`config.mk`:
```
export PLATFORM = sky130hd
export DESIGN_NAME = alu_seq_ctrl
export DESIGN_NICKNAME = d
export VERILOG_FILES = /design/src/rtl/alu_seq_ctrl.sv
export SDC_FILE = /design/constraint.sdc
export NUM_CORES = 1
export LEC_CHECK = 0
export CORE_MARGIN = 2
export CORE_UTILIZATION = 45
export CTS_CLUSTER_DIAMETER = 30
export CTS_CLUSTER_SIZE = 28
export DETAILED_ROUTE_END_ITERATION = 7
export HOLD_SLACK_MARGIN = 0.15
export PLACE_DENSITY = 0.78
export SLEW_MARGIN = 0
export SYNTH_ARGS = -nofsm -noshare
export SYNTH_HDL_FRONTEND = slang
export SYNTH_SLANG_ARGS = --single-unit
```
`constraint.sdc`:
```
create_clock -name clk -period 5.5 [get_ports clk]
set_input_delay 0.55 -clock clk [delete_from_list [all_inputs] [get_ports clk]]
set_output_delay 0.55 -clock clk [all_outputs]
set_load 0.005 [all_outputs]
```
`src/rtl/alu_seq_ctrl.sv`:
```
// alu_seq_ctrl: serial command sequencer that owns a 4-entry register file and drives a registered ALU.
// Optional sticky carry flag is built when ALU_SEQ_CARRY_FLAG_EN is defined.
module alu_seq_ctrl #(
   parameter int size    = 8,
   parameter int n       = 3,
   parameter int ALU_LAT = 1
) (
   input  logic            clk,
   input  logic            rst,
   input  logic            cmd_valid,
   output logic            cmd_ready,
   input  logic [n-1:0]    cmd_op,
   input  logic [1:0]      cmd_srca,
   input  logic [1:0]      cmd_srcb,
   input  logic [1:0]      cmd_dst,
   input  logic            ld_en,
   input  logic [1:0]      ld_addr,
   input  logic [size-1:0] ld_data,
   output logic [size-1:0] alu_a,
   output logic [size-1:0] alu_b,
   output logic [n-1:0]    alu_select,
   input  logic [size-1:0] alu_result,
   input  logic            alu_carry,
   output logic            done_valid,
   output logic [size-1:0] done_data,
   output logic            done_carry,
   output logic            carry_flag
);

   localparam int CNT_W = (ALU_LAT > 1) ? $clog2(ALU_LAT) : 1;

   typedef enum logic [1:0] {IDLE, ISSUE, WAIT, WB} state_t;

   state_t          state, state_nxt;
   logic [CNT_W-1:0] cnt, cnt_nxt;
   logic [n-1:0]    op_q;
   logic [1:0]      srca_q, srcb_q, dst_q;
   logic [size-1:0] rf [4];
   logic [size-1:0] hold_a, hold_b;
   logic [size-1:0] done_data_q;
   logic            done_carry_q;

   always_comb begin
      state_nxt  = state;
      cnt_nxt    = cnt;
      cmd_ready  = 1'b0;
      alu_a      = '0;
      alu_b      = '0;
      alu_select = '0;
      done_valid = 1'b0;
      done_data  = done_data_q;
      done_carry = done_carry_q;
      case (state)
         IDLE: begin
            cmd_ready = 1'b1;
            if (cmd_valid) state_nxt = ISSUE;
         end
         ISSUE: begin
            alu_a      = rf[srca_q];
            alu_b      = rf[srcb_q];
            alu_select = op_q;
            if (ALU_LAT > 1) begin
               state_nxt = WAIT;
               cnt_nxt   = CNT_W'(ALU_LAT - 1);
            end else begin
               state_nxt = WB;
            end
         end
         WAIT: begin
            alu_a      = hold_a;
            alu_b      = hold_b;
            alu_select = op_q;
            cnt_nxt    = cnt - CNT_W'(1);
            if (cnt_nxt == '0) state_nxt = WB;
         end
         WB: begin
            alu_a      = hold_a;
            alu_b      = hold_b;
            alu_select = op_q;
            done_valid = 1'b1;
            done_data  = alu_result;
            done_carry = alu_carry;
            state_nxt  = IDLE;
         end
         default: state_nxt = IDLE;
      endcase
   end

   // Control and architectural state; writeback follows the direct load so it wins on a shared index.
   always_ff @(posedge clk) begin
      if (rst) begin
         state        <= IDLE;
         cnt          <= '0;
         done_data_q  <= '0;
         done_carry_q <= 1'b0;
         for (int i = 0; i < 4; i++) rf[i] <= '0;
      end else begin
         state <= state_nxt;
         cnt   <= cnt_nxt;
         if (ld_en) rf[ld_addr] <= ld_data;
         if (state == WB) begin
            rf[dst_q]    <= alu_result;
            done_data_q  <= alu_result;
            done_carry_q <= alu_carry;
         end
      end
   end

   // Command latch and operand hold for the ALU latency window.
   always_ff @(posedge clk) begin
      if (cmd_valid && cmd_ready) begin
         op_q   <= cmd_op;
         srca_q <= cmd_srca;
         srcb_q <= cmd_srcb;
         dst_q  <= cmd_dst;
      end
      if (state == ISSUE) begin
         hold_a <= rf[srca_q];
         hold_b <= rf[srcb_q];
      end
   end

`ifdef ALU_SEQ_CARRY_FLAG_EN
   logic flag_q;

   always_ff @(posedge clk) begin
      if (rst)                flag_q <= 1'b0;
      else if (state == WB)   flag_q <= alu_carry;
   end

   assign carry_flag = flag_q;
`else
   assign carry_flag = 1'b0;
`endif

endmodule

```
Word level (Yosys, flattened, before mapping) --
Memory sizes are Yosys's and may differ from the RTL's. A register that Yosys moved wholly into a read port is not among the register bits. Cells that the tools add are included.
Storage, ports and cells: register bits 37, bits in latches 0, memory bits (writable) 32, ROM bits 0, memories 1
Memory list:
- rf | depth 4, bits a word 8, rd ports 2, clocked after Yosys merged registers in 2, write ports 4, RTL line 38 | logic [size-1:0] rf [4];
Cells by class: add/subtract/negate cells 1, $mul 0, divide/modulo/power cells 0, magnitude comparators 0, eq/ne operators 5, shift operators 0, mux-type cells 25, bitwise gates (word level) 0, reduce and logical (&&, ||, !) cells 7
Operators by type and width (count):
- $pmux 8 s2 | 2
- $mux 8 | 3
- $reduce_or 8->1 | 2
- $mux 1 | 12
- $mux 2 | 6
- $pmux 2 s4 | 1
- $eq 2x2->1 const B | 2
- $ne 2x2->1 const B | 2
- $mux 3 | 1
- $reduce_or 3->1 | 1
- $eq 2x1->1 const B | 1
- $logic_not 2->1 | 1
- $reduce_and 2->1 | 1
- $reduce_or 2->1 | 1
- $logic_and 1x1->1 | 1
- $sub 1x1->1 const B | 1

Longest topological paths before layout --
Gate-level depths: netlist of run 1.
depth in word-level cells 6, depth in mapped cells 6

Worst setup path after synthesis of run 1 --
OpenSTA, ideal clock, no wires.
path kind reg2out, start register state[1], end output alu_a[0], arrival time 1.794 ns, data required time 4.950 ns, slack 3.156 ns, stages on the path, launching flop included 7, buffers on the path 2, cell sequence dfxtp_1 -> inv_1 -> ha_1 -> nor2b_1 -> buf_1 -> clkbuf_1 -> a22o_1
Between the ends: word-level cells in the longest chain between the ends 3, elaborated cells on any way between the ends 5, those cells by class eq/ne (3); mux (1); reduce/logical (1)
Ends and longest elaborated chain:
- from (decl) | RTL line 34 | state_t state, state_nxt;
- from (signal assigned) | RTL line 98 | state <= state_nxt;
- $eq 2x2->1 | RTL line 53 | case (state)
- $reduce_or 2->1 (no line)
- $pmux 8 s2 (*) | RTL line 53
- to (decl) | RTL line 19 | output logic [size-1:0] alu_a,
Mark *: on every way between the ends. The rest lies on a longest branch, timed or not.

Worst setup path in the final report of run 1 --
start register state[1], end output alu_b[0]
Between the ends: word-level cells in the longest chain between the ends 3, elaborated cells on any way between the ends 5, those cells by class eq/ne (3); mux (1); reduce/logical (1)
Ends and longest elaborated chain:
- $eq 2x2->1 | RTL line 53
- $reduce_or 2->1 (no line)
- $pmux 8 s2 (*) | RTL line 53
- to (decl) | RTL line 20 | output logic [size-1:0] alu_b,
Marks and branches as above.

==> results of run 1 <==
flip-flops by register name, indices dropped and copies added (netlist names), named ones only:
signal and flops:
op_q 3, rf 32, srca_q 2, done_data_q 8, hold_b 8, dst_q 2
srcb_q 2, hold_a 8, done_carry_q 1, cnt 1, state 2
where the power goes:
part	internal (W)	switching [W]	total [W]
clock network	0.000206	0.000199	0.000406
logic	0.000247	0.000172	0.000419
registers	0.000702	0.0000557	0.000757
cells in the mapped netlist, drive strengths merged, types with 2 or more instances:
master	number	area (um2)
edfxtp	57	1712
a22o	40	350.3
nand2	17	63.81
dfxtp	16	320.3
mux4	16	360.4
buf	15	77.58
nor2b	14	87.58
mux2	13	146.4
o21ai	8	40.04
ha	6	75.07
inv	5	18.76
a311o	4	40.04
nand2b	4	32.53
a21oi	3	15.01
nor4	3	63.81
nor2	2	10.01
worst max-delay path, cell delays in order, from the launching register on:
cell and delay (ps):
dfxtp_1 340, inv_1 120, ha_1 600, nor2b_1 800, a22o_1 240, clkdlybuf4s50_1 500
layer usage:
layer,share of wire [%],vias up
li1,-,1038
met5,0,-
met3,4.7,11
met4,2.0,0
met2,48,67
met1,46,1048
cell type report:
class / count / area share, %
clock buffer: 10 / 2.934
clock inverter: 6 / 1.352
inverter: 5 / 0.4315
multi-input combinational: 138 / 31.42
sequential: 73 / 46.72
tap: 102 / 2.934
timing repair buffer: 62 / 14.21
through the flow:
step,cells,worst slack (ps),hold WS [ps],power (W),cell area [um2]
detailed placement,380,2311,462.8,0.001194,4163
global placement,380,2430,451.1,0.001180,4163
finish,396,1995,478.1,0.001582,4349
CTS,396,1925,480.0,0.001595,4349
floorplan,232,3156,444.5,0.001006,3498
global route,396,1758,492.7,0.001661,4349
cells by family (layout without fill, tap and decap cells):
family | count (synthesis) | after routing | share of synthesized area [%]
other | 1 | 1 | 0.1072
muxes | 29 | 29 | 14.49
DFF | 73 | 73 | 58.08
and+or+nand+nor | 45 | 45 | 9.120
adders and majority gates | 6 | 6 | 2.146
buffers and inverters | 21 | 83 | 2.861
AOI/OAI and AO/OA | 57 | 57 | 13.20
worst max path at each step:
| stage | endpoint | cells after the start |
|---|---|---|
| after detailed placement | alu_b[0] | 5 |
| after floorplan | alu_a[0] | 6 |
| after global routing | alu_b[7] | 5 |
| final | alu_b[0] | 5 |
| after CTS | alu_b[0] | 5 |
| after global placement | alu_a[7] | 5 |
==> results_dict.tcl, run 1 <==
set metrics [dict create \
    yosys_most_used_dff "edfxtp_1" \
    p_leak_nw 1.529 \
    slew_viol_final 0 \
    critPathRequiredTime_ps 4950 \
    dieArea_um2 8495 \
    grt_usage_pct 17.15 \
    globalRouteMet3Util_pct 2.547 \
    drt-vias-per-instance 5.465 \
    endpoint_kind "output pin" \
    seq_area_frac_synth_pct 58.08 \
    synth_edf_count 57 \
    routed_wl_um 6638 \
    first_pass_iters 4 \
    clock_latency_ps 360 \
    multi_input_area_um2 1366 \
    dp_hpwl_um 5080 \
    synth_cell_types 32 \
    fin_nets 327 \
    period_needed_ps 3505 \
    htreeDepth 3 \
    worstHoldPathCells 1 \
    clk_path_buf_depth 2 \
    final_common_cell "clkdlybuf4s50_1" \
    async_flop_share_pct 0 \
    rows 32 \
    cts_tree "built" \
    peakVddDrop_mv 0.1588 \
    cts_root_buf "clkbuf_8" \
    outcome "complete, no violations" \
    powerDensity_nw_per_um2 363.8 \
    grt-busiest-layer "met2" \
    hold_viol_final 0 \
    num_vias 2164 \
    cts_made_buffers 9 \
    cts_setup_buffers 0 \
    core-area_um2 7647 \
    setup_viol 0 \
    tightest_slew_ps 893.8 \
    seq_area_um2 2032 \
    drt_iter0_drc 92 \
    max_freq_mhz 285.3 \
    hp-class "flip-flop to flip-flop" \
    synth_area_um2 3498 \
    finalCritPeriodShare_pct 63.72 \
    place_congestion 0.8097 \
    initial_utilization_pct 45.75 \
    syn_avg_cell_area_um2 15.08 \
    clkSlewWorstSetupHoldPaths_ps 70 \
    fin_skew_ps 10.54 \
    cp-startpoint "state[1]" \
    final_cell_mix "clkdlybuf4s50_1 (61), edfxtp_1 (57), a22o_1 (40)" \
    grt_max_degree 23 \
    rsz0062_at_grt "false" \
    grtUsageMet2_pct 28.06 \
    rrSetupSlack_ps 2950 \
    rr_startpoint "state[0]" \
    antenna_found_initial 0 \
    synth_nets 270 \
    grtUsageMet1_pct 22.37 \
    antenna_cells 0 \
    crit_path_max_fanout 17 \
    fin_tns_setup_ps 0 \
    cts_resized 0 \
    grt_pass1_wl_um 11160 \
    die_x_um 92.17 \
    cp_data_arrival_time_ps 2950 \
    drc_errors 0 \
    yosys_register_bits 73 \
    r2r_cells 3 \
    final_util_pct 56.87 \
    min-delay-start "srca_q[0]" \
    area_growth_pct 24.32 \
    ys_warn_count 0 \
    setup.worst_path.class "flip-flop to output pin" \
    overflow 0 \
    relSlewSlack_pct 40.29 \
    numPortBuffers 61 \
    startpoint_type "flip-flop" \
    boundaryPins 63 \
    netlist_instances 232 \
    grt_pass1_vias 2222 \
    reg2reg_to "rf[0][1]" \
    cap_violations 0 \
    drive_gt1_share_pct 17.35 \
    wl_per_cell_um 16.76 \
    fill_cells 633 \
    ctsHoldBuffers 0 \
    clock-sinks 73 \
    drtAntennaViolNets 0 \
    chipHeight_um 92.17 \
]
(Power assumes the default switching activity.)
==> inputs of run 2 (changes only) <==
clock period = 3.4 ns   (was 5.5 ns; I/O delays follow)
==> run 2 against run 1 <==
  * Critical path depth unchanged
  * Flip-flop and latch count did not move
  * First-iteration DRC count rose by 33%
  * Core utilization up 0.44 points
  * Worst setup slack got worse by 1300 ps
  * Non-clock buffer count is 5 higher
  * Count of clock-buffer cells in the layout is 2 higher
  * Largest cell class unchanged
  * Highest routed layer unchanged
==> results_dict.tcl, run 2 (synthesis gave the netlist of run 1 again) <==
set metrics [dict create \
    die_x_um 92.17 \
    num_vias 2235 \
    chipHeight_um 92.17 \
    rr_startpoint "state[0]" \
    drt-vias-per-instance 5.574 \
    relSlewSlack_pct 61.45 \
    endpoint_kind "output pin" \
    drc_errors 0 \
    cp-startpoint "state[0]" \
    grt_pass1_wl_um 11360 \
    critPathRequiredTime_ps 3060 \
    setup.worst_path.class "flip-flop to output pin" \
    clkSlewWorstSetupHoldPaths_ps 80 \
    initial_utilization_pct 45.75 \
    rsz0062_at_grt "false" \
    largest_reg_flops 32 \
    rows 32 \
    startpoint_type "flip-flop" \
    numPortBuffers 61 \
    clock_latency_ps 350 \
    final_cell_mix "clkdlybuf4s50_1 (61), edfxtp_1 (57), a22o_1 (40)" \
    top_register "rf" \
    antenna_cells 0 \
    period_needed_ps 2719 \
    htreeDepth 3 \
    fin_tns_setup_ps 0 \
    crit_path_max_fanout 16 \
    cp_data_arrival_time_ps 2380 \
    max_freq_mhz 367.8 \
    slew_viol_final 0 \
    fill_cells 604 \
    cts_setup_buffers 0 \
    drtAntennaViolNets 0 \
    cts_root_buf "clkbuf_8" \
    placed_cell_area_um2 4200 \
    fin_skew_ps 6.119 \
    core-area_um2 7647 \
    p_leak_nw 1.562 \
    boundaryPins 63 \
    clock-sinks 73 \
    fin_area_um2 4383 \
    cts_resized 0 \
    min-delay-start "cnt" \
    place_congestion 0.7844 \
    cts_tree "built" \
    dieArea_um2 8495 \
    grt_pass1_vias 2245 \
    ctsHoldBuffers 0 \
    final_common_cell "clkdlybuf4s50_1" \
    area_growth_pct 25.29 \
    hp-class "flip-flop to flip-flop" \
    routed_wl_um 6945 \
    powerDensity_nw_per_um2 582.2 \
    overflow 0 \
    clk_path_buf_depth 2 \
    place_ws_ps 915.1 \
    outcome "complete, no violations" \
    antenna_found_initial 0 \
    peakVddDrop_mv 0.3119 \
    first_pass_iters 5 \
    tightest_slew_ps 576.4 \
    fin_nets 332 \
    grt_usage_pct 17.72 \
    wl_per_cell_um 17.32 \
    hold_viol_final 0 \
    cts_made_buffers 9 \
    cap_violations 0 \
    drive_gt1_share_pct 19.06 \
    finalCritPeriodShare_pct 79.97 \
    post-route-worst-setup-slack_ps 681.1 \
    setup_viol 0 \
    drt_iter0_drc 122 \
    dp_hpwl_um 5265 \
    grt_max_degree 18 \
]
run 2: layout make-up:
| type | count | area (um2) | share of cell area, % |
|---|---|---|---|
| Clock buffer | 12 | 155.1 | 3.540 |
| Clock inverter | 4 | 27.53 | 0.6280 |
| Inverter | 5 | 18.77 | 0.4282 |
| Multi-Input combinational cell | 138 | 1366 | 31.17 |
| Sequential cell | 73 | 2032 | 46.36 |
| Tap cell | 102 | 127.6 | 2.912 |
| Timing Repair Buffer | 67 | 655.6 | 14.96 |
run 2: through the flow:
stage          instances  hold WS (ps)  utilization (%)  total power [W]
3_3_place_gp         385         454.1            54.92         0.001920
3_5_place_dp         385         460.8            54.92         0.001947
6_report             401         478.4            57.31         0.002552
5_1_grt              401         496.4            57.31         0.002680
2_1_floorplan        232         438.9                -         0.001627
4_1_cts              401         480.9            57.31         0.002574
run 2: power by group:
part / internal [W] / leakage [nW] / switching, W
sequential: 0.00113 / 0.707 / 0.0000927
clock: 0.000307 / 0.0967 / 0.000328
combinational: 0.000411 / 0.758 / 0.000280
run 2: per-layer routing:
layer  vias up  share of wire, %  global-route usage, %
li1       1043                 -                      -
met1      1072                43                  22.49
met5         -                 0                      0
met2       105                48                  29.35
met4         0               2.5                  8.333
met3        15               6.4                  3.451
run 2: worst paths after layout:
kind | endpoint | slack (ps) | cells after the start
max reg2reg | rf[3][0] | 1280 | 4
min reg2reg | cnt | 480 | 2
max | alu_b[6] | 680 | 5
min | cnt | 480 | 2
run 2: critical path: stages (launching register included):
cell and delay (ps):
dfxtp_1 410, inv_1 110, ha_1 280, nor2_2 490, a22o_1 240, clkdlybuf4s50_1 490
==> inputs of run 3 (changes only) <==
clock period = 2.84 ns   (was 3.4 ns; I/O delays follow)
==> run 3 against run 2 <==
  * Non-clock buffer count is 2 higher
  * Worst hold slack lost 6.9 ps
  * Cell count increased by 0.50%
  * Highest routed layer unchanged
  * Die area did not move
  * Clock skew is 2.5 ps lower
==> results_dict.tcl, run 3 (synthesis gave the netlist of run 1 again) <==
set metrics [dict create \
    overflow 0 \
    numPortBuffers 61 \
    grt_usage_pct 16.93 \
    wl_per_cell_um 16.45 \
    place_congestion 0.7746 \
    clock_latency_ps 350 \
    core-area_um2 7647 \
    grt_pass1_wl_um 11100 \
    startpoint_type "flip-flop" \
    hold_viol_final 0 \
    cts_setup_buffers 0 \
    cts_resized 0 \
    antenna_found_initial 0 \
    max_freq_mhz 393.9 \
    fill_cells 617 \
    final_util_pct 58.03 \
    cts_tree "built" \
    post-route-worst-setup-slack_ps 301.3 \
    final_cell_mix "clkdlybuf4s50_1 (61), edfxtp_1 (57), a22o_1 (40)" \
    fin_tns_setup_ps 0 \
    dp_hpwl_um 4968 \
    crit_chain "mux4_2, a22o_1, clkdlybuf4s50_1" \
    cp_top_family "flip-flops" \
    finalCritPeriodShare_pct 89.39 \
    grt_pass1_vias 2225 \
    peakVddDrop_mv 0.3599 \
    clk_path_buf_depth 2 \
    chipHeight_um 92.17 \
    setup.worst_path.class "flip-flop to output pin" \
    fin_skew_ps 3.643 \
    p_leak_nw 1.583 \
    cp_data_arrival_time_ps 2250 \
    fin_nets 334 \
    antenna_cells 0 \
    critPathRequiredTime_ps 2560 \
    dieArea_um2 8495 \
    clkSlewWorstSetupHoldPaths_ps 80 \
    routed_wl_um 6631 \
    final_common_cell "clkdlybuf4s50_1" \
    crit_buf_inv 1 \
    rsz0062_at_grt "false" \
    period_needed_ps 2539 \
    htreeDepth 3 \
    rows 32 \
    holdWs_ps 471.5 \
    drt_iter0_drc 167 \
    placed_cell_area_um2 4215 \
    grt_max_degree 17 \
    area_growth_pct 26.86 \
    die_x_um 92.17 \
    setup_viol 0 \
    drive_gt1_share_pct 19.60 \
    outcome "complete, no violations" \
    clock-sinks 73 \
    drtAntennaViolNets 0 \
    relSlewSlack_pct 62.20 \
    fin_area_um2 4438 \
    num_vias 2206 \
    tightest_slew_ps 565.9 \
    endpoint_kind "output pin" \
    initial_utilization_pct 45.75 \
    cts_root_buf "clkbuf_8" \
    slew_viol_final 0 \
    largest_reg_flops 32 \
    crit_path_max_fanout 8 \
    cap_violations 0 \
    cpMaxStageDelayCell "dfxtp_1" \
    cts_made_buffers 9 \
    slowest_delay_ps 650 \
    boundaryPins 63 \
    hp-class "flip-flop to flip-flop" \
    drt-vias-per-instance 5.474 \
    drc_errors 0 \
    powerDensity_nw_per_um2 720.1 \
    first_pass_iters 4 \
    top_register "rf" \
    ctsHoldBuffers 0 \
    place_ws_ps 513.7 \
]
==> run 3: layer usage <==
metal	share of wire [%]	up-vias	routed length (um)	global-route usage (%)
li1	-	1049	-	-
met4	1.8	0	121	7.463
met1	45	1067	2959	22.55
met2	47	80	3109	26.84
met3	6.7	10	441	3.698
met5	0	-	0	0
==> run 3: worst paths after layout <==
kind                            startpoint  slack (ps)  cells past startpoint       end
worst max-delay path             flip-flop         300                      3  alu_a[0]
worst min register to register         cnt         470                      2       cnt
worst min-delay path                   cnt         470                      2       cnt
worst max register to register    state[0]         650                      4  rf[2][5]
==> run 3: final cells by class <==
class / count / area (um2) / share of cell area (%)
multi-input cells: 138 / 1371 / 30.90
flip-flops and latches: 73 / 2032 / 45.79
inverters: 5 / 18.77 / 0.4229
clock buffers: 9 / 123.9 / 2.791
repair buffers: 69 / 670.6 / 15.11
clock inverters: 7 / 93.84 / 2.114
well taps: 102 / 127.6 / 2.876
==> run 3: power breakdown <==
group          switching [W]  internal (W)
Combinational       0.000342      0.000495
Sequential          0.000107       0.00136
Clock               0.000400      0.000494
Total               0.000849       0.00235
==> run 3: metrics by stage <==
stage,total power (W),std cells
floorplan,0.001947,232
global placement,0.002298,387
detailed placement,0.002327,387
CTS,0.003215,403
global route,0.003354,403
finish,0.003196,403
==> run 3: worst register-to-register path, delay by kind of cell (launching register included) <==
| family | cells | cell delay, ps |
|---|---|---|
| flip-flops | 1 | 410 |
| AO/OA/AOI/OAI | 1 | 460 |
| AND/OR/NAND/NOR | 1 | 530 |
| buffers and inverters | 1 | 220 |
| adder cells (fa/ha/maj) | 1 | 220 |
